### src/rtl/alu_issue_stage.sv
// ID/EX issue stage: decodes an RV32I instruction into ALU control and operands and
// holds them in a one-entry valid/ready pipeline register with stall and flush.
module alu_issue_stage #(
  parameter int unsigned XLEN = 32
) (
  input  logic            clk,
  input  logic            rst,
  input  logic            in_valid,
  output logic            in_ready,
  input  logic [31:0]     instr,
  input  logic [XLEN-1:0] pc,
  input  logic [XLEN-1:0] rs1_data,
  input  logic [XLEN-1:0] rs2_data,
  input  logic            flush,
  output logic            out_valid,
  input  logic            out_ready,
  output logic [XLEN-1:0] A,
  output logic [XLEN-1:0] B,
  output logic [3:0]      ALU_Control,
  output logic [XLEN-1:0] store_data,
  output logic [4:0]      rd,
  output logic            reg_write,
  output logic            mem_read,
  output logic            mem_write,
  output logic [1:0]      branch,
  output logic            illegal
);

  typedef enum logic [3:0] {
    AluAdd = 4'b0000,
    AluSub = 4'b0001,
    AluAnd = 4'b0010,
    AluOr  = 4'b0011,
    AluSll = 4'b0100,
    AluSrl = 4'b0101
  } alu_op_e;

  typedef enum logic [1:0] {
    BrNone = 2'b00,
    BrEq   = 2'b01,
    BrNe   = 2'b10
  } branch_e;

  localparam logic [6:0] OpReg    = 7'b0110011;
  localparam logic [6:0] OpImm    = 7'b0010011;
  localparam logic [6:0] OpLoad   = 7'b0000011;
  localparam logic [6:0] OpStore  = 7'b0100011;
  localparam logic [6:0] OpBranch = 7'b1100011;
  localparam logic [6:0] OpLui    = 7'b0110111;

  typedef struct packed {
    logic [XLEN-1:0] a;
    logic [XLEN-1:0] b;
    logic [XLEN-1:0] store_data;
    logic [3:0]      alu;
    logic [4:0]      rd;
    logic            reg_write;
    logic            mem_read;
    logic            mem_write;
    logic [1:0]      branch;
    logic            illegal;
  } payload_t;

  // The PC is carried on the interface for future use; nothing here consumes it.
  logic unused_pc;
  assign unused_pc = ^pc;

  // ---------------------------------------------------------------------------
  // Decode
  // ---------------------------------------------------------------------------
  logic [6:0]      opcode;
  logic [2:0]      funct3;
  logic [6:0]      funct7;
  logic            f7_base;
  logic            f7_alt;
  logic [XLEN-1:0] imm_i;
  logic [XLEN-1:0] imm_s;
  logic [XLEN-1:0] imm_u;
  logic [XLEN-1:0] shamt;

  assign opcode  = instr[6:0];
  assign funct3  = instr[14:12];
  assign funct7  = instr[31:25];
  assign f7_base = (funct7 == 7'b0000000);
  assign f7_alt  = (funct7 == 7'b0100000);
  assign imm_i   = XLEN'($signed(instr[31:20]));
  assign imm_s   = XLEN'($signed({instr[31:25], instr[11:7]}));
  assign imm_u   = XLEN'($signed({instr[31:12], 12'b0}));
  assign shamt   = XLEN'(instr[24:20]);

  payload_t dec;
  logic     legal;
  logic     wants_write;

  always_comb begin
    dec            = '0;
    dec.alu        = AluAdd;
    dec.branch     = BrNone;
    dec.rd         = instr[11:7];
    dec.store_data = rs2_data;
    legal          = 1'b0;
    wants_write    = 1'b0;

    unique case (opcode)
      OpReg: begin
        dec.a       = rs1_data;
        dec.b       = rs2_data;
        wants_write = 1'b1;
        case (funct3)
          3'b000: begin
            legal   = f7_base | f7_alt;
            dec.alu = f7_alt ? AluSub : AluAdd;
          end
          3'b111: begin
            legal   = f7_base;
            dec.alu = AluAnd;
          end
          3'b110: begin
            legal   = f7_base;
            dec.alu = AluOr;
          end
          3'b001: begin
            legal   = f7_base;
            dec.alu = AluSll;
          end
          3'b101: begin
            legal   = f7_base;
            dec.alu = AluSrl;
          end
          default: legal = 1'b0;
        endcase
      end

      OpImm: begin
        dec.a       = rs1_data;
        dec.b       = imm_i;
        wants_write = 1'b1;
        case (funct3)
          3'b000: begin
            legal   = 1'b1;
            dec.alu = AluAdd;
          end
          3'b111: begin
            legal   = 1'b1;
            dec.alu = AluAnd;
          end
          3'b110: begin
            legal   = 1'b1;
            dec.alu = AluOr;
          end
          3'b001: begin
            legal   = f7_base;
            dec.alu = AluSll;
            dec.b   = shamt;
          end
          // SRAI (funct7 0100000) falls out as illegal here.
          3'b101: begin
            legal   = f7_base;
            dec.alu = AluSrl;
            dec.b   = shamt;
          end
          default: legal = 1'b0;
        endcase
      end

      OpLoad: begin
        legal        = (funct3 == 3'b010);
        dec.a        = rs1_data;
        dec.b        = imm_i;
        dec.mem_read = 1'b1;
        wants_write  = 1'b1;
      end

      OpStore: begin
        legal         = (funct3 == 3'b010);
        dec.a         = rs1_data;
        dec.b         = imm_s;
        dec.mem_write = 1'b1;
      end

      OpBranch: begin
        dec.a   = rs1_data;
        dec.b   = rs2_data;
        dec.alu = AluSub;
        case (funct3)
          3'b000: begin
            legal      = 1'b1;
            dec.branch = BrEq;
          end
          3'b001: begin
            legal      = 1'b1;
            dec.branch = BrNe;
          end
          default: legal = 1'b0;
        endcase
      end

      OpLui: begin
        legal       = 1'b1;
        dec.a       = '0;
        dec.b       = imm_u;
        wants_write = 1'b1;
      end

      default: legal = 1'b0;
    endcase

    dec.reg_write = wants_write & (dec.rd != 5'd0);

    // Unsupported encodings still occupy the slot so downstream trap logic sees them.
    if (!legal) begin
      dec.a         = '0;
      dec.b         = '0;
      dec.alu       = AluAdd;
      dec.reg_write = 1'b0;
      dec.mem_read  = 1'b0;
      dec.mem_write = 1'b0;
      dec.branch    = BrNone;
      dec.illegal   = 1'b1;
    end
  end

  // ---------------------------------------------------------------------------
  // Pipeline register
  // ---------------------------------------------------------------------------
  logic     valid_d, valid_q;
  payload_t payload_d, payload_q;
  logic     load;

  assign in_ready = ~valid_q | out_ready;
  assign load     = in_valid & in_ready & ~flush;

  always_comb begin
    valid_d   = valid_q;
    payload_d = payload_q;
    if (flush) begin
      valid_d = 1'b0;
    end else if (load) begin
      valid_d   = 1'b1;
      payload_d = dec;
    end else if (out_ready) begin
      valid_d = 1'b0;
    end
  end

  always_ff @(posedge clk or posedge rst) begin
    if (rst) begin
      valid_q   <= 1'b0;
      payload_q <= '0;
    end else begin
      valid_q   <= valid_d;
      payload_q <= payload_d;
    end
  end

  assign out_valid   = valid_q;
  assign A           = payload_q.a;
  assign B           = payload_q.b;
  assign ALU_Control = payload_q.alu;
  assign store_data  = payload_q.store_data;
  assign rd          = payload_q.rd;
  assign reg_write   = payload_q.reg_write;
  assign mem_read    = payload_q.mem_read;
  assign mem_write   = payload_q.mem_write;
  assign branch      = payload_q.branch;
  assign illegal     = payload_q.illegal;

endmodule

### config.mk
export PLATFORM = sky130hd
export DESIGN_NAME = alu_issue_stage
export DESIGN_NICKNAME = d
export VERILOG_FILES = /design/src/rtl/alu_issue_stage.sv
export SDC_FILE = /design/constraint.sdc
export NUM_CORES = 1
export LEC_CHECK = 0
export BUFFER_PORTS_ARGS = -buffer_cell sky130_fd_sc_hd__buf_2
export CORE_ASPECT_RATIO = 0.6
export CORE_MARGIN = 2
export CORE_UTILIZATION = 25
export CTS_CLUSTER_SIZE = 28
export DETAILED_ROUTE_END_ITERATION = 8
export PLACE_DENSITY = 0.52
export SLEW_MARGIN = 25
export SYNTH_ARGS = -nofsm -noshare
export SYNTH_HDL_FRONTEND = slang
export SYNTH_SLANG_ARGS = --single-unit
### constraint.sdc
create_clock -name clk -period 3.2 [get_ports clk]
set_clock_uncertainty 0.15 [all_clocks]
set_input_delay 0.32 -clock clk [delete_from_list [all_inputs] [get_ports clk]]
set_output_delay 0.32 -clock clk [all_outputs]
set_load 0.005 [all_outputs]
After elaboration in Yosys (flattened, before gate mapping)
Index checks and enable logic that the tools add are counted.
{"block": "op_classes", "muxes": 21, "bitwise": 7, "reduce_logical": 12, "n_eq_ne": 12}
{"operator": "64-bit case mux with 5 select lines", "count": 1}
{"operator": "64-bit two-way mux", "count": 1}
{"operator": "32-bit two-way mux", "count": 1}
{"operator": "7-bit by 6-bit equality test with 1-bit output (second input constant)", "count": 4}
{"operator": "3-bit case mux with 5 select lines", "count": 1}
{"operator": "3-bit case mux with 4 select lines", "count": 1}
{"operator": "3-bit equality test (second input constant)", "count": 3}
{"operator": "3-bit case mux with 3 select lines", "count": 1}
{"operator": "1-bit two-way mux", "count": 8}
{"operator": "2-bit OR reduction", "count": 4}
{"operator": "4-bit OR reduction", "count": 2}
{"operator": "7-bit by 2-bit equality test with 1-bit output (second input constant)", "count": 1}
{"operator": "7-bit by 5-bit equality test with 1-bit output (second input constant)", "count": 1}
{"operator": "7-bit equality test (second input constant)", "count": 1}
{"operator": "7-bit logical NOT", "count": 1}
{"operator": "6-bit two-way mux", "count": 1}
{"operator": "1-bit case mux with 5 select lines", "count": 1}
{"operator": "5-bit nonzero test", "count": 1}
{"operator": "4-bit two-way mux", "count": 1}
{"operator": "1-bit case mux with 2 select lines", "count": 2}
{"operator": "2-bit case mux with 2 select lines", "count": 1}
{"operator": "1-bit AND", "count": 3}
{"operator": "3-bit by 1-bit equality test with 1-bit output (second input constant)", "count": 1}
{"operator": "3-bit by 2-bit equality test with 1-bit output (second input constant)", "count": 1}
{"operator": "7 further kinds", "count": 9}
{"block": "word_totals", "register_bits": 112, "elab_cells": 63, "output_inout_bits": 113, "in_bits": 133}

Logic depth before layout (Yosys ltp)
{"block": "depth", "word_depth": 6, "ltp_mapped": 8, "depth_no_buf": 5}

Least setup slack after synthesis
OpenSTA, ideal clock, no wires.
{"block": "synth_path", "path_type": "input port to flip-flop", "start": "input port instr[4]", "end": "register payload_q (netlist bit B[4])", "t_arrival_ns": 1.667, "slack_ns": 1.309, "required_time_ns": 2.976, "setup_ns": 0.074, "path_stages": 8, "n_path_buf": 3, "path_cell_list": "buf_2 > and3_1 > nand2_2 > nor4b_2 > o31ai_1 > buf_6 > buf_6 > o21ai_2"}
{"block": "synth_via", "elab_chain_cells": 4, "elab_cells_between_ends": 11, "classes_between": "6 x eq/ne; 3 x mux; 2 x reduce/logical"}
{"item": "start: declaration", "line_no": "10", "text": "input logic [31:0] instr,"}
{"item": "7-bit equality test, or another cell as far along", "line_no": "104", "text": "unique case (opcode)"}
{"item": "2-bit OR reduction (no source line)"}
{"item": "64-bit case mux with 5 select lines or 1-bit case mux with 5 select lines (tied branches)", "line_no": "104"}
{"item": "64-bit two-way mux *", "line_no": "211", "text": "if (!legal) begin"}
{"item": "end signal: assignment", "line_no": "252", "text": "payload_q <= payload_d;"}
{"item": "end: declaration", "line_no": "227", "text": "payload_t payload_d, payload_q;"}
Every way passes the cells marked *; elsewhere a longest branch is shown, timed or not.
A chain may end at the register's enable or synchronous reset.

Worst setup path in the final report
{"block": "layout_path", "start": "input port flush", "end": "register payload_q (netlist bit illegal)"}
{"block": "layout_via", "elab_chain_cells": 3}
{"item": "start: declaration", "line_no": "14", "text": "input logic flush,"}
{"item": "1-bit NOT (no source line) *"}
{"item": "1-bit AND", "line_no": "231", "text": "assign load = in_valid & in_ready & ~flush;"}
{"item": "2-bit AND reduction (no source line) *"}
Marked as above.

==> impl_metrics.prom <==
# TYPE chip_impl_metric gauge
chip_impl_info{name="criticalPathCategory",value="input pin to flip-flop"} 1
chip_impl_info{name="setup_repair_after_global_routing_missed_its_margin",value="no"} 1
chip_impl_metric{name="number_of_nets_in_the_finished_design",unit=""} 867
chip_impl_metric{name="power_density",unit="mW/mm²"} 467
chip_impl_metric{name="area_used_by_sequential_logic_in_the_layout",unit="mm²"} 0.00278
chip_impl_metric{name="yosys_warnings",unit=""} 0
chip_impl_metric{name="groute.usage.overall",unit="%"} 16.7
chip_impl_metric{name="fin_worst_hold_slack",unit="ns"} -0.00947
chip_impl_metric{name="synth_compound_gate_area_share",unit="%"} 16.5
chip_impl_metric{name="die-area",unit="mm²"} 0.0211
chip_impl_metric{name="yosys.area_share.simple",unit="%"} 23.0
chip_impl_metric{name="maximum_number_of_pins_on_one_net_before_global_route_repair",unit=""} 64
chip_impl_info{name="critPathSlowestCell",value="dlygate4sd3_1"} 1
chip_impl_metric{name="synthArstFlopShare",unit="%"} 100
chip_impl_metric{name="clock_insertion_delay_worst_skew",unit="ns"} 0.34
chip_impl_metric{name="ant_nets",unit=""} 0
chip_impl_metric{name="max-cap-violations",unit=""} 0
chip_impl_info{name="critical_path.startpoint_type",value="input pin"} 1
chip_impl_metric{name="std_cell_rows",unit=""} 39
chip_impl_metric{name="timing.final.crit_period",unit="ns"} 2.21
chip_impl_info{name="synth.top_cells.by_area",value="dfrtp_1, nand2_1, o21ai_0, a221oi_1, nand3_1"} 1
chip_impl_metric{name="flow.area_growth_from_synthesis",unit="%"} 34.8
chip_impl_metric{name="total_leakage_power",unit="nW"} 3.36
chip_impl_metric{name="num_antenna_cells",unit=""} 0
chip_impl_info{name="critPathCaptureType",value="flip-flop"} 1
chip_impl_metric{name="final-hold-violation-count",unit=""} 9
chip_impl_metric{name="syn_area_per_cell",unit="µm²"} 9.26
chip_impl_metric{name="relSlewSlack",unit="%"} 40.5
chip_impl_metric{name="total_setup_buffers_inserted_after_cts",unit=""} 0
chip_impl_metric{name="postPlaceCellArea",unit="mm²"} 0.00636
chip_impl_metric{name="core_area",unit="mm²"} 0.0193
chip_impl_metric{name="multi_input_area",unit="mm²"} 0.00204
chip_impl_info{name="timing.critical_path.cells",value="dlygate4sd3_1 -> buf_2 -> nor3b_2 -> buf_4 -> mux2_2"} 1
chip_impl_metric{name="synth-xor-area-share",unit="%"} 0.176
chip_impl_metric{name="synth_seq_cells",unit=""} 111
chip_impl_metric{name="placer_s_final_routability_congestion_estimate",unit=""} 0.778
chip_impl_metric{name="post_synth_instance_area",unit="mm²"} 0.00499
chip_impl_metric{name="layout.filler_cells",unit=""} 2054
chip_impl_metric{name="finalWorstSetupSlack",unit="ns"} 0.987
chip_impl_metric{name="synth.top_cell.area_share",unit="%"} 55.7
chip_impl_metric{name="synth-edff-count",unit=""} 0
chip_impl_metric{name="floorplan.io_pins",unit=""} 246
chip_impl_metric{name="setup-tns-final",unit="ns"} 0
chip_impl_metric{name="clock_sinks",unit=""} 111
chip_impl_info{name="status",value="finished, violations left"} 1
chip_impl_metric{name="via_per_inst",unit=""} 4.62
chip_impl_info{name="min-delay-path-class",value="input pin to asynchronous set/reset pin"} 1
chip_impl_info{name="layout_common_cells",value="buf_2, nand2_1, dfrtp_1, o21ai_0, nand3_1"} 1
chip_impl_metric{name="fmaxAchievable",unit="GHz"} 0.452
chip_impl_metric{name="finalSetupViolCount",unit=""} 0
chip_impl_metric{name="critical_path.max_stage_delay",unit="ns"} 0.54
chip_impl_info{name="tritoncts_clock_tree",value="built"} 1
chip_impl_metric{name="syn-num-nets",unit=""} 672
chip_impl_metric{name="floorplan.die.width",unit="µm"} 186
chip_impl_metric{name="cts.clk_slew.worst_paths",unit="ns"} 0.08
chip_impl_metric{name="clock_tree.buffer_depth",unit=""} 2
chip_impl_metric{name="dr.first_iter.drc_count",unit=""} 255
chip_impl_metric{name="layout_worst_path_cycle_share",unit="%"} 69.2
chip_impl_metric{name="first_global_vias",unit=""} 4700
chip_impl_metric{name="htree_num_levels",unit=""} 3
chip_impl_metric{name="initial_utilization",unit="%"} 25.9
chip_impl_metric{name="detailed_place_hpwl",unit="µm"} 12200
chip_impl_metric{name="port-buffer-count",unit=""} 212
chip_impl_metric{name="firstDrtPassIters",unit=""} 6
chip_impl_info{name="violated_checks",value="negative hold slack"} 1
chip_impl_info{name="dominant_combinational_cell_family_by_area_after_synthesis",value="simple AND/OR/NAND/NOR gates"} 1
chip_impl_metric{name="number_of_cells_produced_by_synthesis",unit=""} 539
chip_impl_info{name="post-synth-top-area-cell",value="dfrtp_1"} 1
chip_impl_info{name="layout_commonest_cell",value="buf_2"} 1
chip_impl_metric{name="synth.yosys.seq_area_share",unit="%"} 55.7
chip_impl_metric{name="routed_wirelength_normalized_by_instance_count",unit="µm"} 16.9
chip_impl_metric{name="arrival",unit="ns"} 2.31
chip_impl_metric{name="place.detailed.instances",unit=""} 985
chip_impl_metric{name="required_arrival_time_at_the_worst_endpoint",unit="ns"} 3.29
chip_impl_metric{name="drive_gt1_share",unit="%"} 37.1
chip_impl_metric{name="antenna_found_initial",unit=""} 0
chip_impl_metric{name="drt_wl_total",unit="µm"} 17000
chip_impl_metric{name="timing_max_transition_violations_final",unit=""} 0
chip_impl_metric{name="design_power_total",unit="mW"} 3.14
chip_impl_metric{name="instances_no_fill",unit=""} 1005
chip_impl_info{name="synth_top_flop_cell",value="dfrtp_1"} 1
chip_impl_metric{name="cts_inserted_buffers",unit=""} 9
chip_impl_metric{name="power.ir.vdd_worst",unit="µV"} 319
chip_impl_metric{name="fin_util",unit="%"} 34.9
chip_impl_metric{name="via_count_of_the_routed_design",unit=""} 4644
chip_impl_info{name="ctsRootBufferMaster",value="clkbuf_16"} 1
chip_impl_metric{name="synth_mux_area_share",unit="%"} 0.226
chip_impl_metric{name="synth-adder-area-share",unit="%"} 0
chip_impl_metric{name="yosys.cell_types.count",unit=""} 48
chip_impl_metric{name="die-height",unit="µm"} 113
chip_impl_metric{name="drt_drc_violations_left",unit=""} 0
chip_impl_metric{name="overflow",unit=""} 0
chip_impl_metric{name="place_worst_setup_slack",unit="ns"} 0.642
chip_impl_metric{name="worst_slew_pin_slew",unit="ns"} 0.891
chip_impl_metric{name="postLayoutCellArea",unit="mm²"} 0.00673
chip_impl_metric{name="grt_pass1_wl",unit="µm"} 27600
chip_impl_metric{name="maximum_fanout_along_the_worst_path",unit=""} 38
## kinds of logic after synthesis
| family | count (synthesis) |
|---|---|
| flip-flops | 111 |
| AO/OA/AOI/OAI | 117 |
| buffers and inverters | 49 |
| XOR/XNOR | 1 |
| AND/OR/NAND/NOR | 259 |
| multiplexers | 1 |
| other | 1 |
## repair_timing
item                      CTS  global route
hold buffers                4             0
hold endpoints to repair    4             0
gates resized for setup     0             0
## per-layer routing
metal | part of all wire (%) | global-route usage, % | vias up
met5 | 0 | 0 | -
met4 | 0.68 | 3.25 | 0
met3 | 7.6 | 4.95 | 9
met2 | 40 | 23.5 | 164
met1 | 52 | 25.0 | 2234
li1 | - | - | 2237
## final timing paths
path / from / to / slack (ns) / depth (start not counted)
setup / recovery: flush / illegal$_DFFE_PP0P_ / 0.99 / 5
hold / removal: rst / store_data[7]$_DFFE_PP0P_ / -0.009 / 2
setup reg to reg: out_valid$_DFFE_PP0P_ / illegal$_DFFE_PP0P_ / 1.11 / 4
hold reg to reg: store_data[30]$_DFFE_PP0P_ / store_data[30]$_DFFE_PP0P_ / 0.32 / 2
max in group asynchronous: rst / B[21]$_DFFE_PP0P_ / 2.20 / 3
min in group clk: rs2_data[15] / store_data[15]$_DFFE_PP0P_ / 0.02 / 3
## sequential cells by signal (all words and copies together) (netlist names)
| register | flops |
|---|---|
| A | 32 |
| ALU_Control | 3 |
| B | 32 |
| branch | 2 |
| illegal | 1 |
| mem_read | 1 |
| mem_write | 1 |
| out_valid | 1 |
| rd | 5 |
| reg_write | 1 |
| store_data | 32 |
## power breakdown
| part | total [mW] | internal (mW) | switching [mW] | leakage (nW) |
|---|---|---|---|---|
| registers | 1.51 | 1.47 | 0.0358 | 1.49 |
| logic | 0.369 | 0.148 | 0.221 | 1.71 |
| clock network | 1.27 | 0.698 | 0.567 | 0.161 |
| total | 3.14 | 2.32 | 0.824 | 3.36 |
## final cells by class
class	count	share of cell area (%)
Timing Repair Buffer	228	18.3
Tap cell	266	4.95
Sequential cell	111	41.3
Inverter	5	0.335
Clock inverter	7	1.49
Clock buffer	9	3.35
Multi-Input combinational cell	379	30.3
## synthesized netlist by cell type (2+ instances only)
cell	count
a222oi_1	5
nand3_1	35
o31ai_1	5
and2_1	2
nand4b_1	2
a21oi_1	3
a22oi_1	6
nor2_1	8
nor3_1	2
nor3b_1	2
buf_2	3
nand2_1	189
dfrtp_1	111
clkbuf_1	36
o21ai_0	46
a221oi_1	20
buf_6	3
o21ai_2	20
inv_1	5
and3_1	2
nor4b_2	2
nor2b_1	3
o21ai_1	4
## critical path, delay by kind of cell
| kind | cells | cell delay (ns) |
|---|---|---|
| buf+inv | 3 | 1.19 |
| simple gates | 1 | 0.40 |
| mux | 1 | 0.39 |
Note: power is estimated with default switching activity, not from simulation.
